===== config.mk =====
export PLATFORM = sky130hd
export DESIGN_NAME = clk_div_bank
export DESIGN_NICKNAME = d
export VERILOG_FILES = /design/src/rtl/clk_div_bank.sv
export SDC_FILE = /design/constraint.sdc
export NUM_CORES = 1
export LEC_CHECK = 0
export ABC_AREA = 1
export CAP_MARGIN = 20
export CORE_UTILIZATION = 62
export CTS_CLUSTER_SIZE = 25
export DETAILED_ROUTE_END_ITERATION = 10
export PLACE_DENSITY = 0.86
export RECOVER_POWER = 25
export REMOVE_ABC_BUFFERS = 1
export SYNTH_ARGS = -nofsm -noshare
export SYNTH_HDL_FRONTEND = slang
export SYNTH_SLANG_ARGS = --single-unit

===== constraint.sdc =====
create_clock -name CLKI -period 3 [get_ports CLKI]
set_input_delay 0.6 -clock CLKI [delete_from_list [all_inputs] [get_ports CLKI]]
set_output_delay 0.6 -clock CLKI [all_outputs]
set_load 0.05 [all_outputs]

===== src/rtl/clk_div_bank.sv =====
// Reprogrammable clock-divider bank: NUM_CH divided clocks + enables from CLKI, with a lock/settle FSM.
// Optional single-cycle phase stepping is built when CLK_DIV_PHASE_STEP_EN is defined.
module clk_div_ch #(
  parameter int               DIV_W = 8,
  parameter logic [DIV_W-1:0] DEF   = 2
) (
  input  logic             clk,
  input  logic             rst,
  input  logic             apply,
  input  logic             run,
  input  logic             run_nxt,
  input  logic             wr,
  input  logic [DIV_W-1:0] wr_div,
  input  logic [DIV_W-1:0] wr_phase,
  input  logic             step,
  input  logic             dir,
  output logic             clk_out,
  output logic             clk_en
);
  logic [DIV_W-1:0] sh_div, sh_ph, act_div, act_ph, cnt;
  logic [DIV_W-1:0] div_nxt, ph_nxt, cnt_nxt;
  logic             en, en_nxt;

  // Phase lag P means starting D-P cycles into the period; P>=D degrades to 0.
  function automatic logic [DIV_W-1:0] preload(input logic [DIV_W-1:0] d, input logic [DIV_W-1:0] p);
    return (p == '0 || p >= d) ? '0 : d - p;
  endfunction

  always_comb begin
    div_nxt = apply ? sh_div : act_div;
    ph_nxt  = apply ? sh_ph  : act_ph;
    en      = act_div >= DIV_W'(2);
    en_nxt  = div_nxt >= DIV_W'(2);
    cnt_nxt = cnt;
    if (apply)           cnt_nxt = preload(sh_div, sh_ph);
    else if (!run)       cnt_nxt = preload(act_div, act_ph);
    else if (!en)        cnt_nxt = '0;
    else if (step && !dir) cnt_nxt = cnt;
    else if (step && dir)  cnt_nxt = (cnt >= act_div - DIV_W'(2)) ? cnt - (act_div - DIV_W'(2))
                                                                 : cnt + DIV_W'(2);
    else                 cnt_nxt = (cnt >= act_div - DIV_W'(1)) ? '0 : cnt + DIV_W'(1);
  end

  // Outputs are registered from next-cycle values so they line up with the counter.
  always_ff @(posedge clk) begin
    if (rst) begin
      sh_div  <= DEF;
      sh_ph   <= '0;
      act_div <= DEF;
      act_ph  <= '0;
      cnt     <= '0;
      clk_out <= 1'b0;
      clk_en  <= 1'b0;
    end else begin
      if (wr) begin
        sh_div <= wr_div;
        sh_ph  <= wr_phase;
      end
      act_div <= div_nxt;
      act_ph  <= ph_nxt;
      cnt     <= cnt_nxt;
      clk_out <= run_nxt && en_nxt && (cnt_nxt < (div_nxt >> 1));
      clk_en  <= run_nxt && en_nxt && (cnt_nxt == '0);
    end
  end
endmodule

module clk_div_bank #(
  parameter int                        NUM_CH     = 3,
  parameter int                        DIV_W      = 8,
  parameter logic [NUM_CH*DIV_W-1:0]   DEF_DIV    = {8'd8, 8'd4, 8'd2},
  parameter int                        LOCK_DELAY = 200
) (
  input  logic              CLKI,
  input  logic              RST,
  input  logic              cfg_wr,
  input  logic [3:0]        cfg_ch,
  input  logic [DIV_W-1:0]  cfg_div,
  input  logic [DIV_W-1:0]  cfg_phase,
  output logic              cfg_ready,
  input  logic              phase_step,
  input  logic [3:0]        phase_ch,
  input  logic              phase_dir,
  output logic [NUM_CH-1:0] clk_out,
  output logic [NUM_CH-1:0] clk_en,
  output logic              lock
);
  localparam int HC_W = $clog2(LOCK_DELAY + 1);

  typedef enum logic [1:0] {HOLD, RUN, APPLY} state_t;
  state_t          state, state_nxt;
  logic [HC_W-1:0] hold_cnt;
  logic            wr_acc, apply, run, run_nxt;
  logic [NUM_CH-1:0] step;

  assign wr_acc = cfg_wr && cfg_ready && ({1'b0, cfg_ch} < 5'(NUM_CH));

  always_ff @(posedge CLKI) begin
    if (RST) begin
      state    <= HOLD;
      hold_cnt <= HC_W'(LOCK_DELAY);
    end else begin
      state <= state_nxt;
      if (state == APPLY)                      hold_cnt <= HC_W'(LOCK_DELAY);
      else if (state == HOLD && hold_cnt != '0) hold_cnt <= hold_cnt - HC_W'(1);
    end
  end

  always_comb begin
    state_nxt = state;
    if (RST) state_nxt = HOLD;
    else begin
      case (state)
        HOLD:    if (wr_acc) state_nxt = APPLY;
                 else if (hold_cnt <= HC_W'(1)) state_nxt = RUN;
        RUN:     if (wr_acc) state_nxt = APPLY;
        APPLY:   state_nxt = HOLD;
        default: state_nxt = HOLD;
      endcase
    end
  end

  always_comb begin
    apply     = state == APPLY;
    run       = state == RUN;
    run_nxt   = state_nxt == RUN;
    lock      = run && !RST;
    cfg_ready = !RST && (state != APPLY);
  end

`ifdef CLK_DIV_PHASE_STEP_EN
  // A config write in the same cycle takes priority and drops the step.
  always_comb
    for (int i = 0; i < NUM_CH; i++)
      step[i] = phase_step && run && !wr_acc && (phase_ch == 4'(i));
`else
  logic unused_step;
  assign unused_step = ^{phase_step, phase_ch, phase_dir};
  assign step = '0;
`endif

  for (genvar i = 0; i < NUM_CH; i++) begin : g_ch
    clk_div_ch #(
      .DIV_W (DIV_W),
      .DEF   (DEF_DIV[i*DIV_W +: DIV_W])
    ) u_ch (
      .clk      (CLKI),
      .rst      (RST),
      .apply    (apply),
      .run      (run),
      .run_nxt  (run_nxt),
      .wr       (wr_acc && (cfg_ch == 4'(i))),
      .wr_div   (cfg_div),
      .wr_phase (cfg_phase),
      .step     (step[i]),
      .dir      (phase_dir),
      .clk_out  (clk_out[i]),
      .clk_en   (clk_en[i])
    );
  end
endmodule


# Word-level counts from Yosys, hierarchy flattened
# Cells that the tools add are included.
# totals
ff_bits	136
out_inout_bits	8
word_cells	125
# op_classes
addsub	13
magnitude_cmp	20
n_eq_ne	6
mux	26
reduce_logical	37
# ops
cell	count
two-way mux 8 bit	21
>= comparator 8 bit	9
zero test 8 bit	9
>= comparator 8 x 2 -> 1 bit (second input constant)	6
subtractor 8 bit	6
subtractor 8 x 1 -> 8 bit (second input constant)	4
adder 8 x 1 -> 8 bit (second input constant)	3
less-than comparator 8 x 7 -> 1 bit	3
logical AND 1 bit	17
less-or-equal comparator 8 x 1 -> 1 bit (second input constant)	1
two-way mux 2 bit	4
nonzero test 8 bit	1
logical OR 1 bit	6
equality test 2 x 1 -> 1 bit (second input constant)	2
equality test 4 x 1 -> 1 bit (second input constant)	1
equality test 4 x 2 -> 1 bit (second input constant)	1
zero test 4 bit	1
less-than comparator 4 x 2 -> 1 bit (second input constant)	1
one-hot mux 2 bit (2 select lines)	1
equality test 2 bit (second input constant)	1
zero test 2 bit	1
inequality test 2 bit (second input constant)	1
OR reduction 2 bit	1
zero test 1 bit	1

# Longest topological paths before layout
# Gate-level depths: netlist of the first run.
# depth
word_depth	10
mapped_depth	25

# Hierarchy
# From an unflattened synthesis of the first run, not the netlist that was laid out.
# hier_totals
hier_cells	1815
hier_area_um2	12107.9
# by_module_without_submodules
mod	instances	cells_per_inst	area_per_inst_um2
clk_div_ch (g_ch[1].u_ch ...)	2	570	3787.4
clk_div_ch (g_ch[0].u_ch)	1	571	3843.7
clk_div_bank	1	104	689.4

# Worst setup path after synthesis of the first run
# No wires, ideal clock.
# synth_timing
kind	register -> register
start	register g_ch[1].u_ch.act_div[0]
end	register g_ch[1].u_ch.clk_out
setup_time_ns	0.118
t_arrival_ns	2.616
setup_slack_ns	0.267
stages_incl_launch_ff	22
n_path_buf	0
path_cell_list	dfxtp_1 inv_1 ha_1 nand2_1 nor3_1 xor2_1 inv_1 ha_1 nand2_1 o21a_1 nand3_2 inv_1 nand3_1 o21ai_0 nand2_1 o21ai_1 ha_1 a21oi_1 o2111ai_1 inv_1 nand2_1 nor2_1
# synth_between
elab_chain_cells	8
elab_cells_between_ends	16
cone_classes	add/sub (2); order compare (5); mux (6); reduce/logical (3)
# synth_lines
item	line_no	rtl
from (decl)	20	logic [DIV_W-1:0] sh_div, sh_ph, act_div, act_ph, cnt;
from (signal assigned)	59	act_div <= div_nxt;
subtractor 8 x 1 -> 8 bit	41	else cnt_nxt = (cnt >= act_div - DIV_W'(1)) ? '0 : cnt + DIV_W'(1);
>= comparator 8 bit	41	
two-way mux 8 bit	41	
two-way mux 8 bit	37	else if (!en) cnt_nxt = '0;
two-way mux 8 bit *	36	else if (!run) cnt_nxt = preload(act_div, act_ph);
two-way mux 8 bit *	35	if (apply) cnt_nxt = preload(sh_div, sh_ph);
via g_ch[1].u_ch.cnt_nxt[5]	21	logic [DIV_W-1:0] div_nxt, ph_nxt, cnt_nxt;
less-than comparator 8 x 7 -> 1 bit *	62	clk_out <= run_nxt && en_nxt && (cnt_nxt < (div_nxt >> 1));
logical AND 1 bit *	62	
to (signal assigned)	62	
to (decl)	17	output logic clk_out,
# Mark *: on every way through the listed nets, which the timed path passes. The rest lies on a longest branch.
# A chain may end at the register's enable or synchronous reset.

# Worst setup path after layout of the first run
# layout_timing
start	register g_ch[0].u_ch.act_div[0]
end	register g_ch[0].u_ch.clk_out
# layout_between
elab_chain_cells	8
elab_cells_between_ends	16
cone_classes	add/sub (2); order compare (5); mux (6); reduce/logical (3)
# layout_lines
item	line_no
from (decl)	20
from (signal assigned)	59
subtractor 8 x 1 -> 8 bit	41
>= comparator 8 bit	41
two-way mux 8 bit	41
two-way mux 8 bit	37
two-way mux 8 bit *	36
two-way mux 8 bit *	35
via g_ch[0].u_ch.cnt_nxt[3]	21
less-than comparator 8 x 7 -> 1 bit *	62
logical AND 1 bit *	62
to (signal assigned)	62
to (decl)	17
# Marked as above.

==> results of run 1 <==
-- kinds of logic (layout without fill, tap and decap cells) --
family	Yosys count	in the layout	synth area share (%)
AO/OA/AOI/OAI	258	258	14.6
multiplexers	5	5	0.645
AND/OR/NAND/NOR	599	599	27.1
buffers and inverters	220	286	9.25
adder cells (fa/ha/maj)	107	107	14.6
XOR/XNOR	57	57	5.25
flip-flops	136	136	28.6
-- repair_timing --
action / 4_1_cts / 5_1_grt
gates resized for setup: 4 / 92
endpoints found under the setup margin: 2 / 3
pin swaps: 0 / 38
buffers inserted: 0 / 18
hold buffers: 0 / 0
-- worst max path at each step --
| stage | end | start | slack (ps) |
|---|---|---|---|
| 2_1_floorplan | g_ch[1].u_ch.clk_out | state[0] | 120 |
| 3_3_place_gp | g_ch[2].u_ch.clk_out | g_ch[2].u_ch.act_div[0] | 50 |
| 3_5_place_dp | g_ch[2].u_ch.clk_out | g_ch[2].u_ch.act_div[0] | -30 |
| 4_1_cts | g_ch[1].u_ch.clk_out | g_ch[1].u_ch.act_div[1] | 5 |
| 5_1_grt | g_ch[2].u_ch.clk_out | g_ch[2].u_ch.act_div[0] | -130 |
| 6_report | g_ch[0].u_ch.clk_out | g_ch[0].u_ch.act_div[0] | 20 |
-- cell type report --
cell class | count | area (sq um)
clock buffer | 22 | 484
clock inverter | 9 | 139
fill | 1035 | 3600
inverter | 182 | 693
multi-input combinational | 1026 | 6220
sequential | 136 | 2740
tap | 184 | 230
timing repair buffer | 73 | 651
-- Yosys cell counts, types with 6 or more instances --
library cell  count
nand2_1         271
nor2_1          184
inv_1           173
dfxtp_1         136
a21oi_1         104
ha_1            101
o21ai_0          83
nand3_1          81
xor2_1           39
o21ai_1          32
clkbuf_1         19
xnor2_1          18
nand4_1          15
nor3_1           12
buf_2             9
o22ai_1           8
buf_4             7
inv_2             7
o21bai_1          7
fa_1              6
nand3b_1          6
-- routing by layer --
metal | up-vias | share of wire [%] | track usage [%]
li1 | 4629 | - | -
met1 | 4406 | 40 | 41.5
met2 | 507 | 47 | 55.5
met3 | 111 | 8.2 | 5.01
met4 | 0 | 4.5 | 14.5
met5 | - | 0 | 0
-- power breakdown --
part	switching, W	internal (W)	leakage, nW
Clock	0.000804	0.00140	0.307
Sequential	0.0000332	0.00184	1.10
Combinational	0.000364	0.000232	3.87
Total	0.00120	0.00347	5.28
-- critical path: stages, from the launching register on --
cell and delay [ps]:
dfxtp_2 330, inv_4 100, buf_4 110, ha_1 130, inv_1 60, fa_1 410
nand3_1 100, nand2_1 130, nand2_1 90, nand3_1 140, nand2_2 160, o22ai_1 120
nand2_1 100, o21a_1 200, inv_1 70, ha_1 300, a21oi_1 160, nand2_1 80
a21oi_2 100
-- registers in the layout (all words and copies together) (netlist names) --
signal / count
g_ch.u_ch.sh_ph: 24
state: 2
hold_cnt: 8
g_ch.u_ch.act_div: 24
g_ch.u_ch.clk_out: 3
g_ch.u_ch.sh_div: 24
g_ch.u_ch.act_ph: 24
g_ch.u_ch.clk_en: 3
g_ch.u_ch.cnt: 24
-- through the flow --
stage	hold slack, ps	util, %	std cells	TNS, ps
2_1_floorplan	450	-	1344	0
3_3_place_gp	457	68.0	1583	0
3_5_place_dp	471	68.0	1583	-48.2
4_1_cts	488	72.3	1614	0
5_1_grt	526	75.6	1632	-298
6_report	487	75.6	1632	0
==> summary.txt, run 1 <==
Global routing
  – Largest net degree at the start of global routing: 81
  – All-layer global routing usage: 32.8%
  – Global route total overflow: 0
  – Initial antenna violation count: 0
  – First-pass GRT wire length: about 41,000 microns
  – Number of global-route vias before repair: around 8,700

Worst setup path
  – Crit end category: flop
  – Worst Setup Start Kind: flop
  – WS Path Type: flop to flop
  – CP arrival: between 3000 and 4000 ps
  – Critical path required time: between 3000 and 4000 ps
  – CP Max Fanout: 5
  – R2r endpoint: g_ch[0].u_ch.clk_out
  – R2r setup slk: between 15 and 20 ps
  – Worst Reg2Reg Path Length in Cells: 18
  – Reg2reg start: g_ch[0].u_ch.act_div[0]

Logic synthesis
  – Primary FF master, synth: dfxtp_1
  – Synth top area cells: dfxtp_1 29%, ha_1 13%, nand2_1 11%, nor2_1 7.3%, inv_1 6.8%
  – Synth top area share: between 20% and 30%
  – Syn. warnings: 0
  – Sequential area share after synthesis: between 20% and 30%
  – Cell area after synthesis: about 0.0095 sq mm
  – Seq cells post-synth: 136
  – Cells after Synth: approximately 1,400
  – Largest area contributor in the netlist: dfxtp_1
  – Syn_area_per_cell: 6.88 sq um
  – Post-synth ARST share: 0%
  – Post-synth EDFFs: 0
  – Yosys cell types: 51

Run
  – Maxcap violations: 0

Timing
  – Pins over their slew limit: 0
  – Tcrit/Tclk final: 99.4%
  – Slew @ Worst Pin: around 660 ps
  – Tmin final: about 3000 ps
  – RSZ-0062 raised after global routing: true
  – Relative slew slack: between 50% and 60%
  – Setup ws final: roughly 20 ps
  – Final hold vios: 0
  – Skew final: roughly 5.9 ps
  – Fmax: 336 MHz
  – Final setup fails: 0

CTS
  – CTS tree: done
  – Clk buf depth: 2
  – Clk root buf: clkbuf_16
  – H-tree lvl count: 4
  – Worst-path clk slew: around 60 ps
  – Clock sinks: 136
  – Cts bufs inserted: 17
  – Worst skew pair latency: 430 ps

Drt
  – Post-route ant nets: 0
  – Detailed Routing Iterations Pass 1: 7
  – Routed vias/inst: 5.91
  – Via count: 9,653
  – Routed len/inst: approximately 17 microns
  – Post-route DRC violation count: 0
  – Routed WL: between 20,000 and 30,000 microns
  – DR iter-0 viols: between 1,000 and 1,500

Pwr
  – Leak pwr: 5.28 nW
  – Pwr Total: 0.00468 W
  – Max VDD drop: a little under 0.0004 V
  – Power per Cell Area: between 400 and 500 mW/mm^2

Status
  – Status: finished, final reports clean

Min path
  – Worst hold stages: 2
  – Hold crit path type: flop to flop
  – Worst min-delay path endpoint: hold_cnt[5]
  – Hold Startpoint: hold_cnt[5]

Finish
  – Number of nets in the layout: around 1,600
  – Post-Layout Inst Area: between 0.01 and 0.015 sq mm
  – Commonest non-fill, non-tap cell in the layout: nand2_1
  – Share of cells above drive strength 1: roughly 12%
  – Diode count: 0
  – Area growth syn-to-layout: 17.3%
  – Most frequent cells in the layout: 257 x nand2_1, 180 x nor2_1, 162 x inv_1

Die
  – Die Area: approximately 0.016 sq mm
  – Die width: between 100 and 150 microns
  – Num ports: 37
  – Row cnt: 44
  – Die height: approximately 130 microns
  – Core area: ~0.015 sq mm
  – Starting density of the core: approximately 64%

Place
  – Placed instance area: about 0.010 sq mm
  – Buffers on Ports: 30
  – DP Worst Slack: -31.1 ps
  – GP Congestion: roughly 0.95
  – Post-detail-place hpwl: ~19,000 microns
Power figures use the tool's default switching activity.
==> run 2: changes to the inputs <==
Settings changed: CORE_UTILIZATION 62 to 66, PLACE_DENSITY 0.86 to 0.9.
Clock period 3 ns to 3.76 ns, I/O delays scaled along.
==> run 2 against run 1 <==
Against the previous run: largest cell class unchanged; critical path depth fell by 12; the flow now finishes with violations (max-capacitance violations, max-slew violations); combinational power decreased by 30%; largest power group unchanged; cell count fell by 2.5%; critical path type is now input port to flop; die area shrank 6.0%; worst setup slack better by 200 ps.
==> summary.txt, run 2 (synthesis results as in run 1) <==
Die
  – Row cnt: 43 (-2.3%)
  – Core area: 0.0140 sq mm (-5.2%)
  – Die width: 122 microns (-3.0%)
  – Num ports: 37 (unchanged)
  – Die Area: 0.0149 sq mm (-6.0%)
  – Starting density of the core: 68.0% (+3.5 points)
  – Die height: 122 microns (-3.0%)

Timing
  – Tmin final: ~3500 ps
  – Final setup fails: 0 (unchanged)
  – Setup_tns: 0 ps (unchanged)
  – RSZ-0062 raised after global routing: false
  – Fmax: between 200 and 300 MHz
  – Relative slew slack: -40.3% (-96 points)
  – Final hold vios: 0 (unchanged)
  – Setup ws final: 218 ps (+198 ps)
  – Pins over their slew limit: 42 (+42)
  – Tcrit/Tclk final: 94.2%
  – Hold slack: 478 ps (-8.75 ps)
  – Skew final: 12.9 ps (+6.98 ps)
  – Slew @ Worst Pin: 2100 ps (+1440 ps)

Finish
  – Core Util, Final: 74.8% (-0.82 points)
  – Commonest non-fill, non-tap cell in the layout: nand2_1
  – Most frequent cells in the layout: 271 x nand2_1, 184 x nor2_1, 173 x inv_1
  – Share of cells above drive strength 1: 4.96% (-7.3 points)
  – Area growth syn-to-layout: 9.99%
  – Number of nets in the layout: 1,534 (-2.4%)
  – Diode count: 0 (unchanged)

Place
  – DP Worst Slack: 639 ps (+670 ps)
  – Buffers on Ports: 30 (unchanged)
  – Post-detail-place hpwl: 18,000 microns (-4.4%)
  – GP Congestion: 0.971 (+2.1%)

Drt
  – Via count: 9,342 (-3.2%)
  – Routed vias/inst: 5.87 (-0.73%)
  – Routed WL: 24,800 microns (-9.8%)
  – Routed len/inst: 15.6 microns (-7.5%)
  – Post-route ant nets: 0 (unchanged)
  – Detailed Routing Iterations Pass 1: 8 (+1)
  – DR iter-0 viols: 864 (-15%)
  – Post-route DRC violation count: 0 (unchanged)

Worst setup path
  – CP Max Fanout: 80 (+75)
  – CP arrival: 3840 ps (+490 ps)
  – WS Path Type: input port to flop
  – Worst Setup Start Kind: input port
  – R2r setup slk: 500 ps (+480 ps)
  – Critical path required time: 4060 ps (+690 ps)
  – Crit end category: flop

CTS
  – Setup Buffers After CTS: 0 (unchanged)
  – Post-CTS Resized: 0 (-4)
  – H-tree lvl count: 4 (unchanged)
  – Clk buf depth: 2 (unchanged)
  – Worst-path clk slew: 60 ps (about the same)
  – Clk root buf: clkbuf_16
  – Post-CTS Hold Fix Bufs: 0 (unchanged)
  – Clock sinks: 136 (unchanged)
  – Worst skew pair latency: 430 ps (about the same)
  – CTS tree: done
  – Cts bufs inserted: 17 (unchanged)

Pwr
  – Power per Cell Area: 344 mW/mm^2 (-18%)
  – Pwr Total: 0.00360 W (-23%)
  – Leak pwr: 5.01 nW (-5.0%)
  – Max VDD drop: 0.000305 V (-21%)

Global routing
  – Largest net degree at the start of global routing: 81 (unchanged)
  – Initial antenna violation count: 0 (unchanged)
  – Number of global-route vias before repair: 8,858 (+1.8%)
  – Global route total overflow: 0 (unchanged)
  – First-pass GRT wire length: 41,100 microns (-0.82%)
  – All-layer global routing usage: 35.1% (+2.3 points)

Min path
  – Hold crit path type: flop to flop

Status
  – Status: finished with violations
  – Failing checks: max-capacitance violations, max-slew violations

Run
  – Maxcap violations: 1 (+1)
==> run 2: layer usage <==
metal	wire length [microns]	up-vias	part of all wire [%]	track usage, %
li1	-	4538	-	-
met1	10200	4242	41	42.2
met2	11600	447	47	58.8
met3	1900	115	7.6	6.18
met4	1180	0	4.7	19.9
met5	0	-	0	0
==> run 2: worst paths after layout <==
check	from	to	cells past startpoint
min reg2reg	hold_cnt[5]	hold_cnt[5]	2
min	hold_cnt[5]	hold_cnt[5]	2
max	RST	g_ch[1].u_ch.act_ph[2]	6
max reg2reg	g_ch[1].u_ch.act_div[0]	g_ch[1].u_ch.clk_out	23
==> run 2: area by class of cell <==
class / instances / area [sq um]
Inverter: 182 / 684
Sequential cell: 136 / 2720
Timing Repair Buffer: 35 / 328
Multi-Input combinational cell: 1026 / 5900
Clock buffer: 20 / 457
Fill cell: 1026 / 3530
Tap cell: 180 / 225
Clock inverter: 12 / 141
==> run 2: per-stage QoR <==
step           area, sq um  instances
2_1_floorplan         9310       1344
3_3_place_gp          9870       1559
3_5_place_dp          9870       1559
4_1_cts              10500       1591
5_1_grt              10500       1591
6_report             10500       1591
==> run 2: worst max-delay path, stage by stage <==
cell and delay, ps:
clkbuf_1 370, clkbuf_1 1550, clkinv_1 360, buf_4 450, o21ai_0 230, a21oi_1 80
==> run 2: power by group <==
group	internal (W)	switching (W)	leakage [nW]	total [W]
registers	0.00147	0.0000259	1.10	0.00150
clock network	0.00102	0.000664	0.288	0.00168
logic	0.000155	0.000263	3.63	0.000418
